===== config.mk =====
export PLATFORM = sky130hd
export DESIGN_NAME = mt9v032_link_monitor_flat
export DESIGN_NICKNAME = d
export VERILOG_FILES = /design/src/rtl/mt9v032_link_monitor_if.sv /design/src/rtl/mt9v032_link_monitor.sv /design/src/flat_wrapper.sv
export SDC_FILE = /design/constraint.sdc
export NUM_CORES = 1
export LEC_CHECK = 0
export BUFFER_PORTS_ARGS = -buffer_cell sky130_fd_sc_hd__buf_4
export CORE_UTILIZATION = 50
export CTS_CLUSTER_DIAMETER = 150
export DETAILED_ROUTE_END_ITERATION = 8
export PLACE_DENSITY = 0.71
export REMOVE_ABC_BUFFERS = 1
export SYNTH_ARGS = -nofsm -noshare
export SYNTH_HDL_FRONTEND = slang
export SYNTH_SLANG_ARGS = --single-unit

===== constraint.sdc =====
create_clock -name clk -period 2.3 [get_ports clk]
set_clock_uncertainty 0.2 [all_clocks]
set_input_delay 0.115 -clock clk [delete_from_list [all_inputs] [get_ports clk]]
set_output_delay 0.115 -clock clk [all_outputs]
set_load 0.005 [all_outputs]

===== src/rtl/mt9v032_link_monitor_if.sv =====
// Signal bundle between the per-camera deserializer/post-processing outputs and
// the link monitor; the monitor sits on the slave side.
interface mt9v032_link_monitor_if #(
  parameter int WIDTH    = 2,
  parameter int ERR_BITS = 8
);
  logic [WIDTH-1:0]          chan_en;
  logic [WIDTH-1:0]          train_done;
  logic                      iod_ready;
  logic [WIDTH-1:0]          frame_valid;
  logic [WIDTH-1:0]          line_valid;

  logic [WIDTH-1:0]          chan_rdy;
  logic                      rdy;
  logic                      frame_start;
  logic                      sync_err;
  logic [ERR_BITS-1:0]       sync_err_cnt;
  logic [WIDTH*ERR_BITS-1:0] lost_cnt;
  logic [WIDTH-1:0]          retrain_req;
  logic [ERR_BITS-1:0]       line_err_cnt;

  // Debug taps: 2 state bits per channel FSM, 1 bit for the alignment FSM.
  logic [2*WIDTH-1:0]        chan_state;
  logic                      align_state;

  modport master (
    output chan_en, train_done, iod_ready, frame_valid, line_valid,
    input  chan_rdy, rdy, frame_start, sync_err, sync_err_cnt, lost_cnt,
    input  retrain_req, line_err_cnt, chan_state, align_state
  );

  modport slave (
    input  chan_en, train_done, iod_ready, frame_valid, line_valid,
    output chan_rdy, rdy, frame_start, sync_err, sync_err_cnt, lost_cnt,
    output retrain_req, line_err_cnt, chan_state, align_state
  );
endinterface


===== src/rtl/mt9v032_link_monitor.sv =====
// Multi-camera link health and frame-alignment monitor (clk_px domain).
// Optional line_valid-outside-frame checking: MT9V032_LINK_MONITOR_LINE_CHECK_EN.
module mt9v032_link_monitor #(
  parameter int WIDTH          = 2,
  parameter int HOLDOFF_BITS   = 12,
  parameter int SKEW_MAX       = 16,
  parameter int ERR_BITS       = 8,
  parameter int RETRAIN_THRESH = 4
) (
  input  logic                 clk,
  input  logic                 rst,
  mt9v032_link_monitor_if.slave bus
);

  localparam int FAIL_BITS = $clog2(RETRAIN_THRESH + 1);
  localparam int WCNT_BITS = (SKEW_MAX > 1) ? $clog2(SKEW_MAX) : 1;

  localparam logic [HOLDOFF_BITS-1:0] HCNT_LAST  = '1;
  localparam logic [FAIL_BITS-1:0]    FAIL_LIMIT = FAIL_BITS'(RETRAIN_THRESH);
  localparam logic [ERR_BITS-1:0]     ERR_MAX    = '1;
  localparam logic [WCNT_BITS-1:0]    WCNT_LAST  = WCNT_BITS'(SKEW_MAX - 1);

  typedef enum logic [1:0] {
    CH_DOWN    = 2'd0,
    CH_HOLDOFF = 2'd1,
    CH_UP      = 2'd2
  } chan_state_t;

  typedef enum logic {
    AL_IDLE   = 1'b0,
    AL_WINDOW = 1'b1
  } align_state_t;

  // ---------------------------------------------------------------------------
  // Per-channel link FSMs
  // ---------------------------------------------------------------------------
  logic [WIDTH-1:0]        ok;
  chan_state_t             ch_q    [WIDTH];
  chan_state_t             ch_d    [WIDTH];
  logic [HOLDOFF_BITS-1:0] hcnt_q  [WIDTH];
  logic [HOLDOFF_BITS-1:0] hcnt_d  [WIDTH];
  logic [FAIL_BITS-1:0]    fail_q  [WIDTH];
  logic [FAIL_BITS-1:0]    fail_d  [WIDTH];
  logic [ERR_BITS-1:0]     lost_q  [WIDTH];
  logic [ERR_BITS-1:0]     lost_d  [WIDTH];
  logic [WIDTH-1:0]        retrain_d;
  logic [WIDTH-1:0]        retrain_q;
  logic [WIDTH-1:0]        chan_rdy;
  logic                    rdy_q;

  assign ok = bus.chan_en & bus.train_done & {WIDTH{bus.iod_ready}};

  always_comb begin
    for (int j = 0; j < WIDTH; j++) begin
      ch_d[j]      = ch_q[j];
      hcnt_d[j]    = hcnt_q[j];
      fail_d[j]    = fail_q[j];
      lost_d[j]    = lost_q[j];
      retrain_d[j] = 1'b0;
      unique case (ch_q[j])
        CH_DOWN: begin
          if (ok[j]) begin
            ch_d[j]   = CH_HOLDOFF;
            hcnt_d[j] = '0;
          end
        end
        CH_HOLDOFF: begin
          if (!ok[j]) begin
            ch_d[j] = CH_DOWN;
            if (fail_q[j] + FAIL_BITS'(1) == FAIL_LIMIT) begin
              retrain_d[j] = 1'b1;
              fail_d[j]    = '0;
            end else begin
              fail_d[j] = fail_q[j] + FAIL_BITS'(1);
            end
          end else begin
            // The DOWN cycle that saw ok counts as the first hold-off cycle,
            // so UP follows 2^HOLDOFF_BITS cycles after ok first appeared.
            hcnt_d[j] = hcnt_q[j] + HOLDOFF_BITS'(1);
            if (hcnt_q[j] + HOLDOFF_BITS'(1) == HCNT_LAST) begin
              ch_d[j]   = CH_UP;
              fail_d[j] = '0;
            end
          end
        end
        CH_UP: begin
          if (!ok[j]) begin
            ch_d[j] = CH_DOWN;
            // A channel dropped by its enable is not a link loss.
            if (bus.chan_en[j] && (lost_q[j] != ERR_MAX)) begin
              lost_d[j] = lost_q[j] + ERR_BITS'(1);
            end
          end
        end
        default: begin
          ch_d[j] = CH_DOWN;
        end
      endcase
    end
  end

  always_ff @(posedge clk) begin
    if (rst) begin
      for (int j = 0; j < WIDTH; j++) begin
        ch_q[j]   <= CH_DOWN;
        hcnt_q[j] <= '0;
        fail_q[j] <= '0;
        lost_q[j] <= '0;
      end
      retrain_q <= '0;
      rdy_q     <= 1'b0;
    end else begin
      for (int j = 0; j < WIDTH; j++) begin
        ch_q[j]   <= ch_d[j];
        hcnt_q[j] <= hcnt_d[j];
        fail_q[j] <= fail_d[j];
        lost_q[j] <= lost_d[j];
      end
      retrain_q <= retrain_d;
      rdy_q     <= (|bus.chan_en) && ((chan_rdy & bus.chan_en) == bus.chan_en);
    end
  end

  for (genvar g = 0; g < WIDTH; g++) begin : g_chan_out
    assign chan_rdy[g]                            = (ch_q[g] == CH_UP);
    assign bus.lost_cnt[g*ERR_BITS +: ERR_BITS]   = lost_q[g];
    assign bus.chan_state[2*g +: 2]               = ch_q[g];
  end

  // ---------------------------------------------------------------------------
  // Frame alignment FSM
  // ---------------------------------------------------------------------------
  logic [WIDTH-1:0]     fv_q;
  logic [WIDTH-1:0]     rise;
  logic [WIDTH-1:0]     seen_q;
  logic [WIDTH-1:0]     seen_d;
  logic [WIDTH-1:0]     seen_or;
  logic [WCNT_BITS-1:0] wcnt_q;
  logic [WCNT_BITS-1:0] wcnt_d;
  align_state_t         al_q;
  align_state_t         al_d;
  logic                 fs_d;
  logic                 fs_q;
  logic                 se_d;
  logic                 se_q;
  logic [ERR_BITS-1:0]  se_cnt_q;

  assign rise    = bus.frame_valid & ~fv_q & bus.chan_en;
  assign seen_or = seen_q | rise;

  always_comb begin
    al_d   = al_q;
    seen_d = seen_q;
    wcnt_d = wcnt_q;
    fs_d   = 1'b0;
    se_d   = 1'b0;
    if (!rdy_q) begin
      al_d = AL_IDLE;
    end else begin
      unique case (al_q)
        AL_IDLE: begin
          if (|rise) begin
            if (rise == bus.chan_en) begin
              fs_d = 1'b1;
            end else begin
              al_d   = AL_WINDOW;
              seen_d = rise;
              wcnt_d = '0;
            end
          end
        end
        AL_WINDOW: begin
          wcnt_d = wcnt_q + WCNT_BITS'(1);
          // A second rise on an already-seen channel wins over completion.
          if (|(rise & seen_q)) begin
            se_d = 1'b1;
            al_d = AL_IDLE;
          end else if (seen_or == bus.chan_en) begin
            fs_d = 1'b1;
            al_d = AL_IDLE;
          end else if (wcnt_q == WCNT_LAST) begin
            se_d = 1'b1;
            al_d = AL_IDLE;
          end else begin
            seen_d = seen_or;
          end
        end
        default: begin
          al_d = AL_IDLE;
        end
      endcase
    end
  end

  always_ff @(posedge clk) begin
    if (rst) begin
      fv_q     <= '1;
      al_q     <= AL_IDLE;
      seen_q   <= '0;
      wcnt_q   <= '0;
      fs_q     <= 1'b0;
      se_q     <= 1'b0;
      se_cnt_q <= '0;
    end else begin
      fv_q   <= bus.frame_valid;
      al_q   <= al_d;
      seen_q <= seen_d;
      wcnt_q <= wcnt_d;
      fs_q   <= fs_d;
      se_q   <= se_d;
      if (se_d && (se_cnt_q != ERR_MAX)) begin
        se_cnt_q <= se_cnt_q + ERR_BITS'(1);
      end
    end
  end

  // ---------------------------------------------------------------------------
  // Optional line_valid-outside-frame checker
  // ---------------------------------------------------------------------------
`ifdef MT9V032_LINK_MONITOR_LINE_CHECK_EN
  logic [WIDTH-1:0]    line_bad;
  logic [ERR_BITS-1:0] line_err_q;

  assign line_bad = bus.chan_en & chan_rdy & bus.line_valid & ~bus.frame_valid;

  // Several offending channels in one cycle still count once.
  always_ff @(posedge clk) begin
    if (rst) begin
      line_err_q <= '0;
    end else if ((|line_bad) && (line_err_q != ERR_MAX)) begin
      line_err_q <= line_err_q + ERR_BITS'(1);
    end
  end

  assign bus.line_err_cnt = line_err_q;
`else
  logic unused_line_valid;
  assign unused_line_valid = ^bus.line_valid;
  assign bus.line_err_cnt  = '0;
`endif

  assign bus.chan_rdy     = chan_rdy;
  assign bus.rdy          = rdy_q;
  assign bus.frame_start  = fs_q;
  assign bus.sync_err     = se_q;
  assign bus.sync_err_cnt = se_cnt_q;
  assign bus.retrain_req  = retrain_q;
  assign bus.align_state  = al_q;

endmodule


===== src/flat_wrapper.sv =====
// flat-port wrapper written by rule: the top's interface ports become plain ports
module mt9v032_link_monitor_flat 
#(
  parameter int WIDTH          = 2,
  parameter int HOLDOFF_BITS   = 12,
  parameter int SKEW_MAX       = 16,
  parameter int ERR_BITS       = 8,
  parameter int RETRAIN_THRESH = 4
)
  (clk, rst, bus_chan_en, bus_train_done, bus_iod_ready, bus_frame_valid, bus_line_valid, bus_chan_rdy, bus_rdy, bus_frame_start, bus_sync_err, bus_sync_err_cnt, bus_lost_cnt, bus_retrain_req, bus_line_err_cnt, bus_chan_state, bus_align_state);
  mt9v032_link_monitor_if #(.WIDTH(WIDTH), .ERR_BITS(ERR_BITS)) bus_i ();
  input  logic clk;
  input  logic rst;
  input wire logic [$bits(bus_i.chan_en)-1:0] bus_chan_en;
  input wire logic [$bits(bus_i.train_done)-1:0] bus_train_done;
  input wire logic [$bits(bus_i.iod_ready)-1:0] bus_iod_ready;
  input wire logic [$bits(bus_i.frame_valid)-1:0] bus_frame_valid;
  input wire logic [$bits(bus_i.line_valid)-1:0] bus_line_valid;
  output wire logic [$bits(bus_i.chan_rdy)-1:0] bus_chan_rdy;
  output wire logic [$bits(bus_i.rdy)-1:0] bus_rdy;
  output wire logic [$bits(bus_i.frame_start)-1:0] bus_frame_start;
  output wire logic [$bits(bus_i.sync_err)-1:0] bus_sync_err;
  output wire logic [$bits(bus_i.sync_err_cnt)-1:0] bus_sync_err_cnt;
  output wire logic [$bits(bus_i.lost_cnt)-1:0] bus_lost_cnt;
  output wire logic [$bits(bus_i.retrain_req)-1:0] bus_retrain_req;
  output wire logic [$bits(bus_i.line_err_cnt)-1:0] bus_line_err_cnt;
  output wire logic [$bits(bus_i.chan_state)-1:0] bus_chan_state;
  output wire logic [$bits(bus_i.align_state)-1:0] bus_align_state;
  assign bus_i.chan_en = bus_chan_en;
  assign bus_i.train_done = bus_train_done;
  assign bus_i.iod_ready = bus_iod_ready;
  assign bus_i.frame_valid = bus_frame_valid;
  assign bus_i.line_valid = bus_line_valid;
  assign bus_chan_rdy = bus_i.chan_rdy;
  assign bus_rdy = bus_i.rdy;
  assign bus_frame_start = bus_i.frame_start;
  assign bus_sync_err = bus_i.sync_err;
  assign bus_sync_err_cnt = bus_i.sync_err_cnt;
  assign bus_lost_cnt = bus_i.lost_cnt;
  assign bus_retrain_req = bus_i.retrain_req;
  assign bus_line_err_cnt = bus_i.line_err_cnt;
  assign bus_chan_state = bus_i.chan_state;
  assign bus_align_state = bus_i.align_state;
  mt9v032_link_monitor #(.WIDTH(WIDTH), .HOLDOFF_BITS(HOLDOFF_BITS), .SKEW_MAX(SKEW_MAX), .ERR_BITS(ERR_BITS), .RETRAIN_THRESH(RETRAIN_THRESH)) u_core (.clk(clk), .rst(rst), .bus(bus_i));
endmodule

==> metrics.txt, run 1 <==
status=finished clean; Tcrit/Tclk final=98.1%; Synth Instances=478; Rows=32; Worst-path clk slew=0.08 ns; Critical Path RT=2.34 ns; GPL Wtd Cong=about 0.86; Num CTS Buffers=9; largest net degree at the start of global routing=72; dpl cell area=4390 µm²; H-tree Lvls=3; FFs w/ async S/R, synth=0%; Crit. End Element=register; total power=2300 µW; CP top delay family=buffers and inverters; P_leak=between 0.0015 and 0.002 µW; Clock Latency Late Sink=around 0.35 ns; Mapped Area=3970 µm²; GR Overflow Total=0; max-slew violation count=0; CP dominant cell by count=buf_4; adder-cell share of the synthesized area=under 10%; vias in the first global route=3242; maximum vdd drop=309 µV; wire per inst=13.7 µm; Synth Warn #=0; CP max FO=13; Crit-path slowest cell=dlygate4sd3_1; Post-synth top cells=72 x dfxtp_1, 52 x nor2_1, 29 x a21oi_1, 29 x nand3_1, 26 x nand2_1; worst hold slack=about 0.035 ns; die width=91.1 µm; min-delay worst type=in -> reg; minimum clock period=2.26 ns; post-synthesis mux area share=1.92%; post-synthesis register bit count=72; Initial Util=51.6%; initial antenna violation count=0; Detail Route Antenna Nets=0; via-per-instance ratio=5.76; most frequent cell after synthesis=dfxtp_1; Remaining DRCs=0; XOR/XNOR Fraction of Synth Area=under 10%; worst path bufs/invs=3; Die ar.=approximately 8300 µm²; final wirelength=between 8000 and 9000 µm; first-pass GRT wire length=between 10000 and 15000 µm; # port buffers=44; largest family of logic cells by synthesized area=simple AND/OR/NAND/NOR gates; Synth top area share=36.3%; # clock sinks=72; Slew headroom=a little under three fifths; Setup Fix Bufs, Post-CTS=0; n_diodes=0; largest stage delay on the critical path=0.54 ns; Longest Clk Path Bufs=2; Avg Inst Size Synth=8.30 µm²; critical path class=in -> reg; die height=91.1 µm; Synth area leader=dfxtp_1; CTS root buf=clkbuf_8; crit path DAT=2.30 ns; Nets=551; worst-path cell chain=dlygate4sd3_1 > buf_4 > and2b_1 > nor3_1 > o41ai_1 > buf_4 > nor4_1 > mux2_2; max-cap violation count=0; hpwl dp=5900 µm; final setup vio count=0; Critical Path Start Type=input pin; layout cells sized above 1=around 17%; Worst Tran Pin Value=0.637 ns; unrepaired setup endpoints after global routing=false; Peak Freq=roughly 440 MHz; Synth-to-Final Area Change=16.4%; Area contributors post-synth=dfxtp_1 36%, nor2_1 4.9%, ha_1 4.4%; routed vias=3643; Seq/Total Area, Yosys=36.3%; Synth Area in Compound Gates=20.9%; Final Hold Viols=0; Core Area=approximately 7700 µm²; Synth Flop Type=dfxtp_1; Post-synth EDFFs=0; Final Cell Area=4620 µm²; Initial DRC Count=159; Synth Area in Simple Gates=26.8%; 1st-pass router iterations=4; Yosys cell types=65; GRT Util Overall=21.4%; CTS tree=yes; I/O Pins=55; Pwr Density=498 nW/µm²
## final timing paths
path | startpoint | end | slack (ns) | cells after the start
worst max-delay path | bus_frame_valid[0] | u_core.bus.sync_err_cnt[7]$_SDFFE_PP0P_ | 0.04 | 8
worst min-delay path | bus_train_done[1] | u_core.bus.retrain_req[1]$_SDFF_PP0_ | 0.03 | 3
worst max register to register | u_core.fv_q[0]$_SDFF_PP1_ | u_core.bus.sync_err_cnt[7]$_SDFFE_PP0P_ | 0.13 | 6
worst min register to register | u_core.wcnt_q[3]$_SDFFE_PP0P_ | u_core.wcnt_q[3]$_SDFFE_PP0P_ | 0.28 | 2
## logic make-up after synthesis
logic type / Yosys count
other: 1
muxes: 7
buffers and inverters: 48
DFF: 72
xor gates and xnor gates: 17
adders and majority gates: 14
AOI/OAI and AO/OA: 116
and+or+nand+nor: 203
## cell type report
| class | count | area [µm²] |
|---|---|---|
| Multi-Input combinational cell | 365 | 2320 |
| Clock buffer | 12 | 155 |
| Clock inverter | 4 | 28.8 |
| Fill cell | 710 | 3070 |
| Tap cell | 102 | 128 |
| Timing Repair Buffer | 59 | 465 |
| Sequential cell | 72 | 1440 |
| Inverter | 19 | 73.8 |
## routing by layer
layer	GRT usage (%)	up-vias	part of all wire [%]
met5	0	-	0
met4	10.6	0	2.0
met3	4.61	17	5.0
met2	33.3	82	44
met1	27.8	1704	49
li1	-	1840	-
## registers in the layout, indices dropped and copies added (netlist names)
name / count
u_core.hcnt_q: 24
u_core.lost_q: 16
u_core.bus.sync_err_cnt: 8
u_core.fail_q: 6
u_core.ch_q: 4
u_core.wcnt_q: 4
u_core.bus.retrain_req: 2
u_core.fv_q: 2
u_core.seen_q: 2
u_core.bus.align_state: 1
u_core.bus.frame_start: 1
u_core.bus.rdy: 1
u_core.bus.sync_err: 1
## report_power, final
| part | switching [µW] | internal, µW | leakage [µW] |
|---|---|---|---|
| combinational | 74.3 | 40.1 | 0.00107 |
| clock | 478 | 451 | 0.0000886 |
| sequential | 5.30 | 1250 | 0.000582 |
## timing repair
item	4_1_cts	5_1_grt
resized for setup	0	3
hold buffers	4	0
hold endpoints to repair	5	0
setup endpoints to repair	0	5
## per-stage QoR
| step | setup slack (ns) | setup TNS, ns | std cells | utilization, % |
|---|---|---|---|---|
| global route | 0.0186 | 0 | 633 | 60.0 |
| global placement | 0.182 | 0 | 613 | 57.1 |
| CTS | 0.0832 | 0 | 633 | 60.0 |
| floorplan | -0.0763 | -0.0763 | 456 | - |
| detailed placement | 0.141 | 0 | 613 | 57.1 |
| finish | 0.0447 | 0 | 633 | 60.0 |
## worst register-to-register path, delay by kind of cell, from the launching register on
kind / cells / cell delay (ns)
compound gates: 1 / 0.18
simple gates: 3 / 0.79
flops: 1 / 0.34
mux: 1 / 0.36
buf+inv: 1 / 0.20
## cell usage in the layout, fill, tap and decap left out, types with 8 or more instances in the layout
cell type	instances
dfxtp_1	70
buf_4	54
nor2_1	52
nand3_1	29
a21oi_1	29
nand2_1	26
o21ai_0	20
nor3_1	18
inv_1	17
ha_1	14
clkbuf_8	11
nor4_1	10
xor2_1	9
nand2b_1	8
o31ai_1	8
xnor2_1	8
a22oi_1	8
conb_1	8
(Power assumes the default switching activity.)
==> run 2: changes to the inputs <==
ABC_AREA = 1   (was not set)
RECOVER_POWER = 25   (was not set)
SLEW_MARGIN = 20   (was not set)
==> metrics.txt, run 2 <==
status=finished clean; minimum clock period=approximately 2 ns; Clock Latency Late Sink=0.34 ns; wl on met1=about 4000 µm; # port buffers=44; reg-to-reg startpoint=u_core.hcnt_q[0][13]$_SDFFE_PP0P_; Pwr Density=488 nW/µm²; critical path class=in -> reg; Peak Freq=between 500 and 600 MHz; final setup vio count=0; Critical Path Start Type=input pin; P_leak=0.00182 µW; Final Hold Viols=0; GPL Wtd Cong=0.856; Slew headroom=66.0%; Worst Setup Slack, final=0.343 ns; worst hold slack=0.0424 ns; Detail Route Antenna Nets=0; commonest cells after routing, fill and taps aside=155 x nand2_1, 72 x dfxtp_1, 65 x inv_1, 46 x a21oi_1, 39 x nor2_1; CTS tree=yes; Initial DRC Count=116; Synth top area share=35.6%; max-slew violation count=0; Worst-path clk slew=0.08 ns; Crit. End Element=register; routed vias=3654; die width=91.9 µm; Synth Area in Compound Gates=11.8%; Rows=32; unrepaired setup endpoints after global routing=false; CTS root buf=clkbuf_8; n_diodes=0; Tcrit/Tclk final=85.1%; post-synthesis mux area share=0%; cts repair resizes=0; Num CTS Buffers=9; worst-path cell chain=dlygate4sd3_1 > buf_4 > nand3_1 > nor2_1 > inv_1 > nor2_1 > buf_4 > inv_1 > or2_0 > a21oi_1; Crit-path slowest cell=dlygate4sd3_1; Die ar.=about 8500 µm²; XOR/XNOR Fraction of Synth Area=approximately 2.2%; Final Cell Area=between 4000 and 5000 µm²; hold endpoint=u_core.lost_q[0][13]$_SDFFE_PP0P_; Nets=between 600 and 700; vias in the first global route=3400; H-tree Lvls=3; GRT Util Overall=approximately a fifth; FF-to-FF path depth=12; wire per inst=11.7 µm; CP max FO=13; hpwl dp=6180 µm; met3 wire len=301 µm; Synth area leader=dfxtp_1; R2R Path End=u_core.fail_q[0][5]$_SDFFE_PP0P_; largest net degree at the start of global routing=45; maximum vdd drop=around 290 µV; largest stage delay on the critical path=between 0.5 and 0.6 ns; Mapped Area=~4000 µm²; Core Area=approximately 7800 µm²; met2 wire len=4010 µm; Remaining DRCs=0; commonest non-fill, non-tap cell in the layout=nand2_1; initial antenna violation count=0; min-delay worst type=in -> reg; Largest register FFs=24; die height=91.9 µm; Synth Flop Type=dfxtp_1; first-pass GRT wire length=roughly 15000 µm; reg-to-reg slack, setup=0.35 ns; Initial Util=52.1%; 1st-pass router iterations=4; # clock sinks=72; most frequent cell after synthesis=nand2_1; hold-critical path depth=4; GR Overflow Total=0; Synth Warn #=0; Synth-to-Final Area Change=14.8%; Post-synth top cells=155 x nand2_1, 72 x dfxtp_1, 65 x inv_1, 46 x a21oi_1, 39 x nor2_1; crit path DAT=slightly above 2 ns; Worst Tran Pin Value=0.510 ns; Yosys cell types=42; FFs w/ async S/R, synth=0%; Synth Instances=around 580; Seq/Total Area, Yosys=35.6%; largest family of logic cells by synthesized area=simple AND/OR/NAND/NOR gates; adder-cell share of the synthesized area=4.33%; I/O Pins=55; final wirelength=8530 µm; dpl cell area=4430 µm²; Top Layer Used=met4; Avg Inst Size Synth=7.02 µm²; Setup TNS Final=0 ns; Post-Place Worst Slack=0.365 ns; Most flops, register=u_core.hcnt_q; via-per-instance ratio=5.00; post-synthesis register bit count=between 70 and 80; hold path start=rst; max-cap violation count=0; Critical Path RT=2.38 ns; layout cells sized above 1=17.6%; Synth Area in Simple Gates=36.1%; Post-synth EDFFs=0; Longest Clk Path Bufs=2; Area contributors post-synth=dfxtp_1 36%, nand2_1 14%, inv_1 6.0%
## run 2: stage by stage
stage / std cells / util [%] / power [µW]
after CTS: 731 / 60.0 / 2300
after global routing: 731 / 59.8 / 2370
final: 731 / 59.8 / 2270
after global placement: 711 / 57.0 / 1370
after floorplan: 562 / - / 1330
after detailed placement: 711 / 57.0 / 1380
## run 2: worst max path at each step
stage | endpoint | slack, ns | startpoint
2_1_floorplan | u_core.fail_q[0][3]$_SDFFE_PP0P_ | 0.59 | u_core.hcnt_q[0][13]$_SDFFE_PP0P_
3_3_place_gp | u_core.fail_q[0][2]$_SDFFE_PP0P_ | 0.42 | u_core.hcnt_q[0][1]$_SDFFE_PP0P_
3_5_place_dp | u_core.fail_q[0][5]$_SDFFE_PP0P_ | 0.36 | u_core.hcnt_q[0][13]$_SDFFE_PP0P_
4_1_cts | u_core.hcnt_q[0][1]$_SDFFE_PP0P_ | 0.33 | bus_chan_en[0]
5_1_grt | u_core.fail_q[0][2]$_SDFFE_PP0P_ | 0.15 | u_core.hcnt_q[0][1]$_SDFFE_PP0P_
6_report | u_core.hcnt_q[0][1]$_SDFFE_PP0P_ | 0.34 | bus_chan_en[0]
## run 2: timing repair
action	in CTS	in global routing
endpoints found under the hold margin	5	0
setup buffers	0	0
hold buffers	5	0
## run 2: worst max-delay path, delay by kind of cell
kind,cells,cell delay (ns)
AOI/OAI and AO/OA,1,0.12
buffers and inverters,5,1.11
and+or+nand+nor,4,0.70
## run 2: routing by layer
layer / up-vias / GRT usage (%)
met5: - / 0
met4: 0 / 7.68
met3: 14 / 4.73
met2: 66 / 36.3
met1: 1644 / 25.9
li1: 1930 / -
## run 2: layout make-up
class | count | area [µm²]
inverter | 74 | 278
clock buffer | 11 | 151
clock inverter | 4 | 30.0
sequential | 72 | 1440
multi-input combinational | 416 | 2230
tap | 102 | 128
fill | 753 | 3120
timing repair buffer | 52 | 384
## run 2: logic make-up after synthesis
logic type / after synthesis
DFF: 72
other: 1
AOI/OAI and AO/OA: 86
buffers and inverters: 95
and+or+nand+nor: 298
xor gates and xnor gates: 10
adders and majority gates: 14
## run 2: power breakdown
group / total, µW / internal (µW) / switching, µW
clock: 915 / 444 / 471
sequential: 1260 / 1250 / 4.49
combinational: 97.0 / 30.4 / 66.6
==> run 3: changes to the inputs <==
PLACE_DENSITY = 0.8   (was 0.71)
==> metrics.txt, run 3 (synthesis gave the netlist of run 2 again) <==
n_diodes=0; final setup vio count=0; GPL Wtd Cong=0.870; Clock Latency Late Sink=0.35 ns; Critical Path RT=2.38 ns; Core Area=7770 µm²; Pwr Density=552 nW/µm²; CTS tree=yes; # clock sinks=72; die height=91.9 µm; hold path start=bus_iod_ready; largest net degree at the start of global routing=27; Crit. End Element=register; Longest Clk Path Bufs=2; CP max FO=13; status=finished clean; clock share of power=48.3%; fill count=704; Setup Fix Bufs, Post-CTS=0; Tcrit/Tclk final=about 88%; layout cells sized above 1=18.2%; maximum vdd drop=373 µV; Initial DRC Count=around 130; die width=91.9 µm; Largest register FFs=24; hpwl dp=6280 µm; Pint=2070 µW; hold-critical path depth=5; Remaining DRCs=0; I/O Pins=55; P_leak=0.00190 µW; CTS root buf=clkbuf_8; Detail Route Antenna Nets=0; minimum clock period=2.03 ns; via-per-instance ratio=5.13; FF-to-FF path depth=12; Critical Path Start Type=input pin; hold endpoint=u_core.ch_q[0][1]$_SDFFE_PP0P_; GR Overflow Total=0; H-tree Lvls=3; Peak Freq=approximately 500 MHz; Most flops, register=u_core.hcnt_q; final wirelength=just under 9000 µm; switch share=21.2%; # port buffers=between 40 and 50; min-delay worst type=in -> reg; Core Util, Final=approximately three fifths; Nets=roughly 650; sw power=558 µW; first-pass GRT wire length=roughly 15000 µm; crit path DAT=2.11 ns; wire per inst=roughly 12 µm; initial antenna violation count=0; reg-to-reg slack, setup=0.36 ns; unrepaired setup endpoints after global routing=false; Setup TNS Final=0 ns; commonest non-fill, non-tap cell in the layout=nand2_1; vias in the first global route=3631; cts repair resizes=0; max-cap violation count=0; Comb power frac=3.9%; 1st-pass router iterations=4; Synth-to-Final Area Change=17.9%; Final Hold Viols=0; Rows=32; GRT Util Overall=22.2%; reg-to-reg startpoint=u_core.hcnt_q[0][1]$_SDFFE_PP0P_; critical path class=in -> reg; Die ar.=8450 µm²; Num CTS Buffers=9; routed vias=~3800; max-slew violation count=0; R2R Path End=u_core.fail_q[0][1]$_SDFFE_PP0P_; Worst-path clk slew=0.08 ns; Initial Util=52.1%; Sequential Power Share=47.7%; commonest cells after routing, fill and taps aside=155 x nand2_1, 72 x dfxtp_1, 65 x inv_1, 46 x a21oi_1, 39 x nor2_1
-- run 3: cell count changes in the layout (fill, tap and decap cells not counted) --
cell           before  now
clkbuf_1            5    1
clkbuf_4           22   27
clkinvlp_4          4    0
inv_6               0    1
dlygate4sd3_1       5    9
bufinv_16           0    3
buf_4              20   19
-- run 3: worst max-delay path, cell delays in order --
cell           delay (ns)
dlygate4sd3_1        0.53
buf_4                0.13
nand3_1              0.11
nor2_1               0.14
inv_1                0.22
nor2_1               0.44
inv_1                0.10
or2_0                0.21
a21oi_1              0.12
-- run 3: power by group through the flow --
stage               registers [µW]  clock network, µW  logic, µW
detailed placement            1280                  0       90.9
CTS                           1260               1290        103
global placement              1280                  0       88.7
floorplan                     1280                  0       47.6
finish                        1260               1270        104
global route                  1260               1350        115
-- run 3: final cells by class --
cell class                      count  area (µm²)  share of cell area [%]
Inverter                           74         278                    5.83
Sequential cell                    72        1440                    30.2
Clock buffer                       12         155                    3.25
Timing Repair Buffer               55         435                    9.13
Clock inverter                      4        98.8                    2.07
Tap cell                          102         128                    2.68
Multi-Input combinational cell    416        2230                    46.8
-- run 3: how the worst max path moves through the flow --
stage / start / to / slack (ns) / cells past startpoint
final: bus_chan_en[0] / u_core.hcnt_q[0][1]$_SDFFE_PP0P_ / 0.27 / 9
after global routing: bus_chan_en[0] / u_core.hcnt_q[0][1]$_SDFFE_PP0P_ / 0.11 / 9
after CTS: bus_chan_en[0] / u_core.hcnt_q[0][1]$_SDFFE_PP0P_ / 0.26 / 9
after detailed placement: u_core.hcnt_q[0][1]$_SDFFE_PP0P_ / u_core.fail_q[0][1]$_SDFFE_PP0P_ / 0.40 / 12
after global placement: u_core.hcnt_q[0][1]$_SDFFE_PP0P_ / u_core.fail_q[0][1]$_SDFFE_PP0P_ / 0.43 / 12
after floorplan: u_core.hcnt_q[0][13]$_SDFFE_PP0P_ / u_core.fail_q[0][3]$_SDFFE_PP0P_ / 0.59 / 12
-- run 3: through the flow --
stage | area (µm²) | hold slack, ns | instances | setup WS (ns) | total power [µW]
floorplan | 3950 | -0.0159 | 562 | 0.592 | 1330
finish | 4770 | 0.0264 | 735 | 0.265 | 2630
CTS | 4770 | 0.0103 | 735 | 0.262 | 2650
global route | 4770 | 0.0498 | 735 | 0.110 | 2720
detailed placement | 4420 | 0.124 | 710 | 0.400 | 1380
global placement | 4420 | 0.121 | 710 | 0.432 | 1370
-- run 3: timing repair --
action,CTS,global route
hold endpoints to repair,21,0
setup endpoints to repair,0,0
hold buffers,9,0
-- run 3: routing by layer --
layer  vias up  GRT usage (%)  wire length [µm]
met4         0           7.42               115
met3        13           4.73               314
met1      1745           26.0              3900
met2        74           40.0              4370
met5         -              0                 0
li1       1941              -                 -
